<file path="src/rtl/id_stage_pipelined.sv">
// Instruction-decode stage: register file with write-through bypass, immediate
// extender, load-use hazard detection and a registered ID/EX boundary.
module id_stage_pipelined #(
    parameter int DATA_W   = 16,
    parameter int REG_AW   = 3,
    parameter int IMM_W    = 8,
    parameter int FUNCT_W  = 3,
    parameter int ZERO_REG = 1
) (
    input  logic               clock,
    input  logic               reset_n,
    input  logic               id_valid,
    input  logic [REG_AW-1:0]  rs,
    input  logic [REG_AW-1:0]  rt,
    input  logic [REG_AW-1:0]  rd,
    input  logic [FUNCT_W-1:0] funct,
    input  logic [IMM_W-1:0]   imm,
    input  logic               ext_zero,
    input  logic [DATA_W-1:0]  pc4_in,
    input  logic               c_reg_write,
    input  logic               c_mem_read,
    input  logic               c_dst_rt,
    input  logic               wb_we,
    input  logic [REG_AW-1:0]  wb_addr,
    input  logic [DATA_W-1:0]  wb_data,
    input  logic               ex_hold,
    input  logic               flush,
    output logic               stall_out,
    output logic               ex_valid,
    output logic [DATA_W-1:0]  ex_rdata1,
    output logic [DATA_W-1:0]  ex_rdata2,
    output logic [DATA_W-1:0]  ex_imm,
    output logic [DATA_W-1:0]  ex_pc4,
    output logic [REG_AW-1:0]  ex_rs,
    output logic [REG_AW-1:0]  ex_rt,
    output logic [REG_AW-1:0]  ex_dest,
    output logic [FUNCT_W-1:0] ex_funct,
    output logic               ex_reg_write,
    output logic               ex_mem_read
);

    localparam int NREG = 2 ** REG_AW;
    localparam bit ZR   = (ZERO_REG != 0);

    function automatic logic is_zero_reg(input logic [REG_AW-1:0] a);
        return ZR && (a == '0);
    endfunction

    // Upper-bit mask collapses to zero when IMM_W >= DATA_W, giving a pass-through.
    function automatic logic [DATA_W-1:0] extend_imm(input logic [IMM_W-1:0] v,
                                                     input logic zero_ext);
        logic [DATA_W-1:0] r;
        logic [DATA_W-1:0] hi_mask;
        r       = DATA_W'(v);
        hi_mask = ~((DATA_W'(1) << IMM_W) - DATA_W'(1));
        if (!zero_ext && v[IMM_W-1]) begin
            r = r | hi_mask;
        end
        return r;
    endfunction

    logic [DATA_W-1:0] rf_q [NREG];
    logic [DATA_W-1:0] rf_d [NREG];
    logic [DATA_W-1:0] rdata1, rdata2;
    logic [REG_AW-1:0] dest;

    logic               ex_valid_q, ex_valid_d;
    logic [DATA_W-1:0]  ex_rdata1_q, ex_rdata1_d;
    logic [DATA_W-1:0]  ex_rdata2_q, ex_rdata2_d;
    logic [DATA_W-1:0]  ex_imm_q, ex_imm_d;
    logic [DATA_W-1:0]  ex_pc4_q, ex_pc4_d;
    logic [REG_AW-1:0]  ex_rs_q, ex_rs_d;
    logic [REG_AW-1:0]  ex_rt_q, ex_rt_d;
    logic [REG_AW-1:0]  ex_dest_q, ex_dest_d;
    logic [FUNCT_W-1:0] ex_funct_q, ex_funct_d;
    logic               ex_reg_write_q, ex_reg_write_d;
    logic               ex_mem_read_q, ex_mem_read_d;

    always_comb begin
        rf_d = rf_q;
        if (wb_we && !is_zero_reg(wb_addr)) begin
            rf_d[wb_addr] = wb_data;
        end
    end

    // Same-cycle writeback is forwarded so decode never sees a stale value.
    always_comb begin
        rdata1 = rf_q[rs];
        rdata2 = rf_q[rt];
        if (wb_we && (wb_addr == rs)) rdata1 = wb_data;
        if (wb_we && (wb_addr == rt)) rdata2 = wb_data;
        if (is_zero_reg(rs)) rdata1 = '0;
        if (is_zero_reg(rt)) rdata2 = '0;
    end

    assign dest = c_dst_rt ? rt : rd;

    assign stall_out = id_valid & ex_valid_q & ex_mem_read_q
                     & ((ex_dest_q == rs) | (ex_dest_q == rt))
                     & ~is_zero_reg(ex_dest_q);

    always_comb begin
        ex_valid_d     = ex_valid_q;
        ex_rdata1_d    = ex_rdata1_q;
        ex_rdata2_d    = ex_rdata2_q;
        ex_imm_d       = ex_imm_q;
        ex_pc4_d       = ex_pc4_q;
        ex_rs_d        = ex_rs_q;
        ex_rt_d        = ex_rt_q;
        ex_dest_d      = ex_dest_q;
        ex_funct_d     = ex_funct_q;
        ex_reg_write_d = ex_reg_write_q;
        ex_mem_read_d  = ex_mem_read_q;
        if (!ex_hold) begin
            if (flush || stall_out || !id_valid) begin
                ex_valid_d     = 1'b0;
                ex_rdata1_d    = '0;
                ex_rdata2_d    = '0;
                ex_imm_d       = '0;
                ex_pc4_d       = '0;
                ex_rs_d        = '0;
                ex_rt_d        = '0;
                ex_dest_d      = '0;
                ex_funct_d     = '0;
                ex_reg_write_d = 1'b0;
                ex_mem_read_d  = 1'b0;
            end else begin
                ex_valid_d     = 1'b1;
                ex_rdata1_d    = rdata1;
                ex_rdata2_d    = rdata2;
                ex_imm_d       = extend_imm(imm, ext_zero);
                ex_pc4_d       = pc4_in;
                ex_rs_d        = rs;
                ex_rt_d        = rt;
                ex_dest_d      = dest;
                ex_funct_d     = funct;
                ex_reg_write_d = c_reg_write;
                ex_mem_read_d  = c_mem_read;
            end
        end
    end

    // ID/EX boundary and register file
    always_ff @(posedge clock) begin
        if (!reset_n) begin
            rf_q           <= '{default: '0};
            ex_valid_q     <= 1'b0;
            ex_rdata1_q    <= '0;
            ex_rdata2_q    <= '0;
            ex_imm_q       <= '0;
            ex_pc4_q       <= '0;
            ex_rs_q        <= '0;
            ex_rt_q        <= '0;
            ex_dest_q      <= '0;
            ex_funct_q     <= '0;
            ex_reg_write_q <= 1'b0;
            ex_mem_read_q  <= 1'b0;
        end else begin
            rf_q           <= rf_d;
            ex_valid_q     <= ex_valid_d;
            ex_rdata1_q    <= ex_rdata1_d;
            ex_rdata2_q    <= ex_rdata2_d;
            ex_imm_q       <= ex_imm_d;
            ex_pc4_q       <= ex_pc4_d;
            ex_rs_q        <= ex_rs_d;
            ex_rt_q        <= ex_rt_d;
            ex_dest_q      <= ex_dest_d;
            ex_funct_q     <= ex_funct_d;
            ex_reg_write_q <= ex_reg_write_d;
            ex_mem_read_q  <= ex_mem_read_d;
        end
    end

    assign ex_valid     = ex_valid_q;
    assign ex_rdata1    = ex_rdata1_q;
    assign ex_rdata2    = ex_rdata2_q;
    assign ex_imm       = ex_imm_q;
    assign ex_pc4       = ex_pc4_q;
    assign ex_rs        = ex_rs_q;
    assign ex_rt        = ex_rt_q;
    assign ex_dest      = ex_dest_q;
    assign ex_funct     = ex_funct_q;
    assign ex_reg_write = ex_reg_write_q;
    assign ex_mem_read  = ex_mem_read_q;

endmodule

</file>
<file path="config.mk">
export PLATFORM = sky130hd
export DESIGN_NAME = id_stage_pipelined
export DESIGN_NICKNAME = d
export VERILOG_FILES = /design/src/rtl/id_stage_pipelined.sv
export SDC_FILE = /design/constraint.sdc
export NUM_CORES = 1
export LEC_CHECK = 0
export ABC_CLOCK_PERIOD_IN_PS = 2050
export BUFFER_PORTS_ARGS = -buffer_cell sky130_fd_sc_hd__clkbuf_2
export CORE_MARGIN = 2
export CORE_UTILIZATION = 30
export DETAILED_ROUTE_END_ITERATION = 7
export GPL_TIMING_DRIVEN = 1
export PLACE_DENSITY = 0.49
export REMOVE_ABC_BUFFERS = 1
export SYNTH_ARGS = -nofsm -noshare
export SYNTH_HDL_FRONTEND = slang
export SYNTH_SLANG_ARGS = --single-unit
</file>
<file path="constraint.sdc">
create_clock -name clock -period 2.05 [get_ports clock]
set_clock_uncertainty 0.2 [all_clocks]
set_input_delay 0.3075 -clock clock [delete_from_list [all_inputs] [get_ports clock]]
set_output_delay 0.3075 -clock clock [all_outputs]
set_load 0.005 [all_outputs]
</file>
======== Word level (Yosys, flattened, before mapping) ========
Index checks and enable logic that the tools add are counted.
word-level totals
  register bits after elaboration ......... 207
  input bits .............................. 65
  output and inout port bits .............. 80
  logic and storage cells ................. 76
operators by class
  magnitude comparators ................... 4
  eq/ne operators ......................... 4
  multiplexer cells ....................... 26
  bitwise operators ....................... 9
  reduce and logical (&&, ||, !) cells .... 14
operators by type and width
  cell                                                         number
  2-to-1 mux 16 bit                                            14
  bitwise mux 128 bit                                          1
  binary-select mux 16 bit (select 3 bit)                      2
  demux 16 bit (select 3 bit)                                  1
  2-to-1 mux 3 bit                                             5
  equality test 3 bit                                          4
  >= comparator 4 bit (second input constant)                  3
  zero test 3 bit                                              4
  NOT 3 -> 4 bit                                               3
  logical AND 1 bit                                            5
  bitwise AND 1 bit                                            4
  less-than comparator 4 x 1 -> 1 bit (second input constant)  1
  zero test 1 bit                                              3
  2-to-1 mux 1 bit                                             3
  logical OR 1 bit                                             2
  NOT 1 bit                                                    1
  OR 1 bit                                                     1

======== Logic depth before layout (Yosys ltp) ========
  depth after elaboration ................. 7
  mapped depth ............................ 8
  mapped depth without buffers ............ 5

======== Worst setup path after synthesis ========
Ideal clock, no wire load.
  kind .................................... input port to flip-flop
  from .................................... in rt[2]
  to ...................................... reg ex_rdata2_q[10], in the netlist ex_rdata2[10]
  library setup time ...................... 0.117 ns
  data arrival time ....................... 1.704 ns
  data required time ...................... 1.733 ns
  path slack .............................. 0.029 ns
  stages .................................. 6
  path buffers ............................ 2
  cell sequence ........................... buf_4 buf_2 mux4_2 mux2i_1 a21oi_1 a22o_1
on the way
  cells in the longest elaborated chain, start to end .. 7
  elaborated cells on any way between the ends .. 16
  classes of those cells .................. eq/ne: 2; mux: 6; bitwise: 4; reduce/logical: 4
ends and longest elaborated chain
  element                                                                              RTL line  source
  start: declaration                                                                   14        input logic [REG_AW-1:0] rt,
  NOT 3 -> 4 bit (not written as such) / equality test 3 bit (equally long branches)   89, 99
  binary-select mux 16 bit (select 3 bit) / OR 1 bit (equally long branches)           89, 99
  2-to-1 mux 16 bit (not written as such) / bitwise AND 1 bit (equally long branches)  89, 99
  2-to-1 mux 16 bit (not written as such) / bitwise AND 1 bit (equally long branches)  89, 100
  2-to-1 mux 16 bit / logical OR 1 bit (equally long branches)                         91, 115
  2-to-1 mux 16 bit / logical OR 1 bit (equally long branches)                         93, 115
  2-to-1 mux 16 bit *                                                                  115       if (flush || stall_out || !id_valid) begin
  end signal: assignment                                                               162       ex_rdata2_q <= ex_rdata2_d;
  end: declaration                                                                     69        logic [DATA_W-1:0] ex_rdata2_q, ex_rdata2_d;
Mark *: on every way between the ends. The rest lies on a longest branch, timed or not. The select of a mux whose other input is x is not followed.
A chain may end at the register's enable or synchronous reset.

======== Final worst setup path ========
  from .................................... reg ex_dest_q[2], in the netlist ex_dest[2]
  to ...................................... out stall_out
on the way
  cells in the longest elaborated chain, start to end .. 4
  elaborated cells on any way between the ends .. 7
  classes of those cells .................. eq/ne: 2; bitwise: 4; reduce/logical: 1
ends and longest elaborated chain
  element                   RTL line  source
  start: declaration        74        logic [REG_AW-1:0] ex_dest_q, ex_dest_d;
  start signal: assignment  167       ex_dest_q <= ex_dest_d;
  equality test 3 bit       99        & ((ex_dest_q == rs) | (ex_dest_q == rt))
  OR 1 bit                  99
  bitwise AND 1 bit         99
  bitwise AND 1 bit *       100       & ~is_zero_reg(ex_dest_q);
  end: declaration          28        output logic stall_out,
Mark *: on every way between the ends. The rest lies on a longest branch, timed or not.

==> run summary <==
TritonCTS built the clock tree. The source of the worst hold timing path is rd[2]. The analysis attributes to cell leakage a power of 0.00465 uW.

The final reports fail on negative setup slack. Number of pins with negative max-slew slack in the final report: 0. The standard cell core area is 0.0306 sq mm, and the clock latency on the worst-skew pair is 440 ps.

Library cell occupying the most area in the post-synthesis netlist: sky130_fd_sc_hd__dfxtp_1. In the layout the commonest cells are sky130_fd_sc_hd__nand2_1 (229), sky130_fd_sc_hd__dfxtp_1 (197), sky130_fd_sc_hd__clkbuf_2 (143), sky130_fd_sc_hd__a21boi_0 (105), sky130_fd_sc_hd__a22o_1 (70). Power per unit of standard cell area: 706 mW/mm^2. IR analysis of the VDD net gives a maximum drop of 632 uV. At the worst endpoint, the required time is 1540 ps. For the placement row count, the log shows 64.

Measured along the x axis, the die boundary spans 180 um. Signal routing reaches up to met4. The final design area excluding fillers was 0.0119 sq mm; the count of buffering cells on the critical path with inverters included was 3.

The worst hold path terminates at ex_dest[2]$_SDFFE_PN0N_. The worst hold path stage count was 3; the cell area after synthesis was 0.00931 sq mm. In this run, distinct cell masters in the synthesized netlist total 31. The maximum single-stage delay on the critical path is 360 ps, and the final-layout setup total negative slack is -15.1 ps. The number of global-route vias before repair was 7395. The setup slack of the critical path after layout is -15.1 ps. In the final layout, the share of cells above drive strength 1 is 30.2%. The cell seen most often among critical-path stages is sky130_fd_sc_hd__buf_6. STA classifies the critical path endpoint as an output pin. For the total cell area at the placement stage, the log shows 0.0108 sq mm. Synthesized area per cell: 9.98 sq um. At the end of routability-driven placement, the weighted congestion stood at 0.763. Entering global routing, the biggest net connects 129 pins. The share of async-settable or async-resettable flops after synthesis came out at 0%. The post-route DRC violation count came out at 0. The design draws 8410 uW. The run gives 30.4% as the starting utilization of the core area.

The share of the Yosys chip area taken by registers is 43.0%. Ranked by total cell area, the synthesized netlist is headed by sky130_fd_sc_hd__dfxtp_1 (43%), sky130_fd_sc_hd__mux4_2 (15%), sky130_fd_sc_hd__nand2_1 (9.2%). The tool flagged a number of max-cap violations equal to 0. The first global-routing pass estimated 46.1 mm of wire.

The count of vias placed by the detailed router is 7615, and the die outline height is 180 um. The number of cells in the design after placement came out at 1453. The portion of the clock cycle consumed by the worst path in the final layout came out at 101%. Synthesis produced a netlist whose cell count is 933. Compared with the post-synthesis result, the final layout area differs by 27.9%. The critical-path cell with the highest stage delay was sky130_fd_sc_hd__dfxtp_4. Initial antenna violation count: 0. For the finished layout, the period the worst path requires is 2070 ps. The final routed wire length divided by cell count works out to 19.9 um.

The register area was 0.00401 sq mm. The worst register-to-register path has a setup slack of 40 ps. Wire segments on met2 add up to 13.8 mm in the final route.

Clock slew seen by the registers of the worst setup and hold paths: 70 ps. The run finished, with violations left. The H-tree was split into 4 levels. The die covers 0.0325 sq mm. The net count of the finished layout is 1179. 145 I/O pins were placed. The normalized max-slew margin is 63.2%. The number of enable flip-flop cells after synthesis was 0. The number of clock buffers added by TritonCTS is 17. Grouping stages by cell kind, the critical path spends the most delay in flip-flops.

The tools report the count of warnings emitted by yosys as 0. The classification of the worst setup path was reg -> out. Post-detailed-placement half-perimeter wirelength: 19.6 mm.

The final-report setup violation count came out at 1. Among all flip-flop cells after synthesis, the most frequent one is sky130_fd_sc_hd__dfxtp_1. The library cell used most frequently in the layout, excluding fill and tap cells, is sky130_fd_sc_hd__nand2_1. The synthesized design contains 200 register bits. Global routing consumed, over all layers together, 18.4% of the routing resources. Setup repair after global routing could not meet its margin everywhere. At the pin with the least slew margin, the transition time is 552 ps. The first routing iteration left 514 violations. The worst register-to-register path ends at ex_rdata2[13]$_SDFFE_PN0N_. The number of hold violations in the final report is 0. For the number of nets with antenna violations after detailed routing, the log shows 0. Walking the worst path, the cells encountered are buf_6 -> xnor2_2 -> nand3_2 -> a21oi_4 -> buf_6 -> clkbuf_2. The count of port buffers added during placement works out to 144. The routed length on met1 is 14.8 mm.

The count of cells in the finished layout, fillers not included, comes to 1522. The top cell type's share of synthesized area works out to 43.0%. The first-pass detailed-route iteration total was 5. The tools report the type of origin of the critical path as a register. The tools report the total congestion overflow after global routing as 0. Root buffer cell: sky130_fd_sc_hd__clkbuf_16. The number of vias per cell after detailed routing is 5.00. The origin of the critical flop-to-flop path is ex_dest[2]$_SDFFE_PN0N_. The area of combinational cells with multiple inputs is 0.00491 sq mm, and the total wirelength of the detailed-routed design is 30.2 mm. Counting the fill cells in the layout gives 3015. The CTS sink count is 200, and the sum of met3 wire segment lengths after detailed routing is 1.43 mm.

The arrival time at the worst endpoint is 1560 ps. The path class of the tightest hold or removal check is in -> reg. 0 antenna diodes ended up in the layout. The depth of the worst register-to-register path works out to 8.

For the worst slack after detailed placement, the log shows -6.65 ps. Static timing analysis puts the maximum clock frequency at 484 MHz. The maximum fanout count along the critical path was 3; the maximum clock path buffer count was 2.
-- per-layer routing --
metal | track usage (%) | vias up
met1 | 26.7 | 3689
met4 | 3.06 | 0
met5 | 0 | -
met2 | 29.3 | 243
li1 | - | 3671
met3 | 2.89 | 12
-- synthesized netlist by cell type, drive strengths merged (3+ instances only) --
library cell	n
a21boi	112
nand3	5
nor2	38
dfxtp	200
mux4	64
buf	40
a22o	70
nand2	229
clkbuf	55
mux2	3
nor2b	3
xnor2	12
and2	18
nand4	4
mux2i	32
a21oi	33
nor3	3
nand2b	3
-- power breakdown --
part           switching, uW  internal (uW)
Combinational            482            431
Sequential              49.6           3950
Clock                   1730           1760
-- timing repair --
action,in CTS,in global routing
hold buffers,31,0
setup buffers,2,3
pin swaps,8,7
hold endpoints to repair,31,0
setup endpoints to repair,1,72
gates cloned,0,2
resized for setup,13,1
-- worst reg2reg max path: stages, from the launching register on --
cell,delay (ps)
sky130_fd_sc_hd__dfxtp_4,360
sky130_fd_sc_hd__or3_1,380
sky130_fd_sc_hd__nand4_2,110
sky130_fd_sc_hd__a21oi_4,50
sky130_fd_sc_hd__buf_4,160
sky130_fd_sc_hd__nor4b_4,200
sky130_fd_sc_hd__buf_4,190
sky130_fd_sc_hd__clkbuf_16,180
sky130_fd_sc_hd__a22o_1,120
-- layout make-up --
class	instances	share of cell area [%]
flip-flops and latches	200	33.7
clock inverters	14	1.50
inverters	1	0.0315
clock buffers	17	3.57
repair buffers	257	15.8
multi-input cells	637	41.3
well taps	396	4.16
-- cell families (layout without fill, tap and decap cells) --
| group | Yosys count | count (layout) | share of synthesized area, % |
|---|---|---|---|
| compound gates | 217 | 217 | 17.7 |
| buf+inv | 96 | 289 | 4.90 |
| flops | 200 | 200 | 43.0 |
| mux | 99 | 99 | 19.3 |
| xor+xnor | 12 | 12 | 1.13 |
| simple gates | 309 | 309 | 14.0 |
-- sequential cells by signal, summed over array words and instances, names as in the netlist, 3 cells and up --
register / count
ex_pc4: 16
ex_imm: 9
rf_q: 128
ex_dest: 3
ex_funct: 3
ex_rt: 3
ex_rs: 3
ex_rdata2: 16
ex_rdata1: 16
-- metrics by stage --
stage	utilization (%)	hold WS, ps
2_1_floorplan	-	229
3_3_place_gp	35.4	255
3_5_place_dp	35.4	258
4_1_cts	38.7	0.303
5_1_grt	38.9	11.2
6_report	38.9	13.7
-- worst max path at each step --
stage | startpoint | end | slack (ps) | cells after the start
2_1_floorplan | ex_dest[2]$_SDFFE_PN0N_ | ex_imm[14]$_SDFFE_PN0N_ | -640 | 5
3_3_place_gp | rt[2] | ex_rdata2[4]$_SDFFE_PN0N_ | 9 | 7
3_5_place_dp | rt[2] | ex_rdata2[4]$_SDFFE_PN0N_ | -7 | 7
4_1_cts | ex_dest[2]$_SDFFE_PN0N_ | stall_out | -30 | 6
5_1_grt | ex_dest[0]$_SDFFE_PN0N_ | stall_out | -100 | 6
6_report | ex_dest[2]$_SDFFE_PN0N_ | stall_out | -20 | 6
No activity file was read; power rests on OpenSTA's default activity.
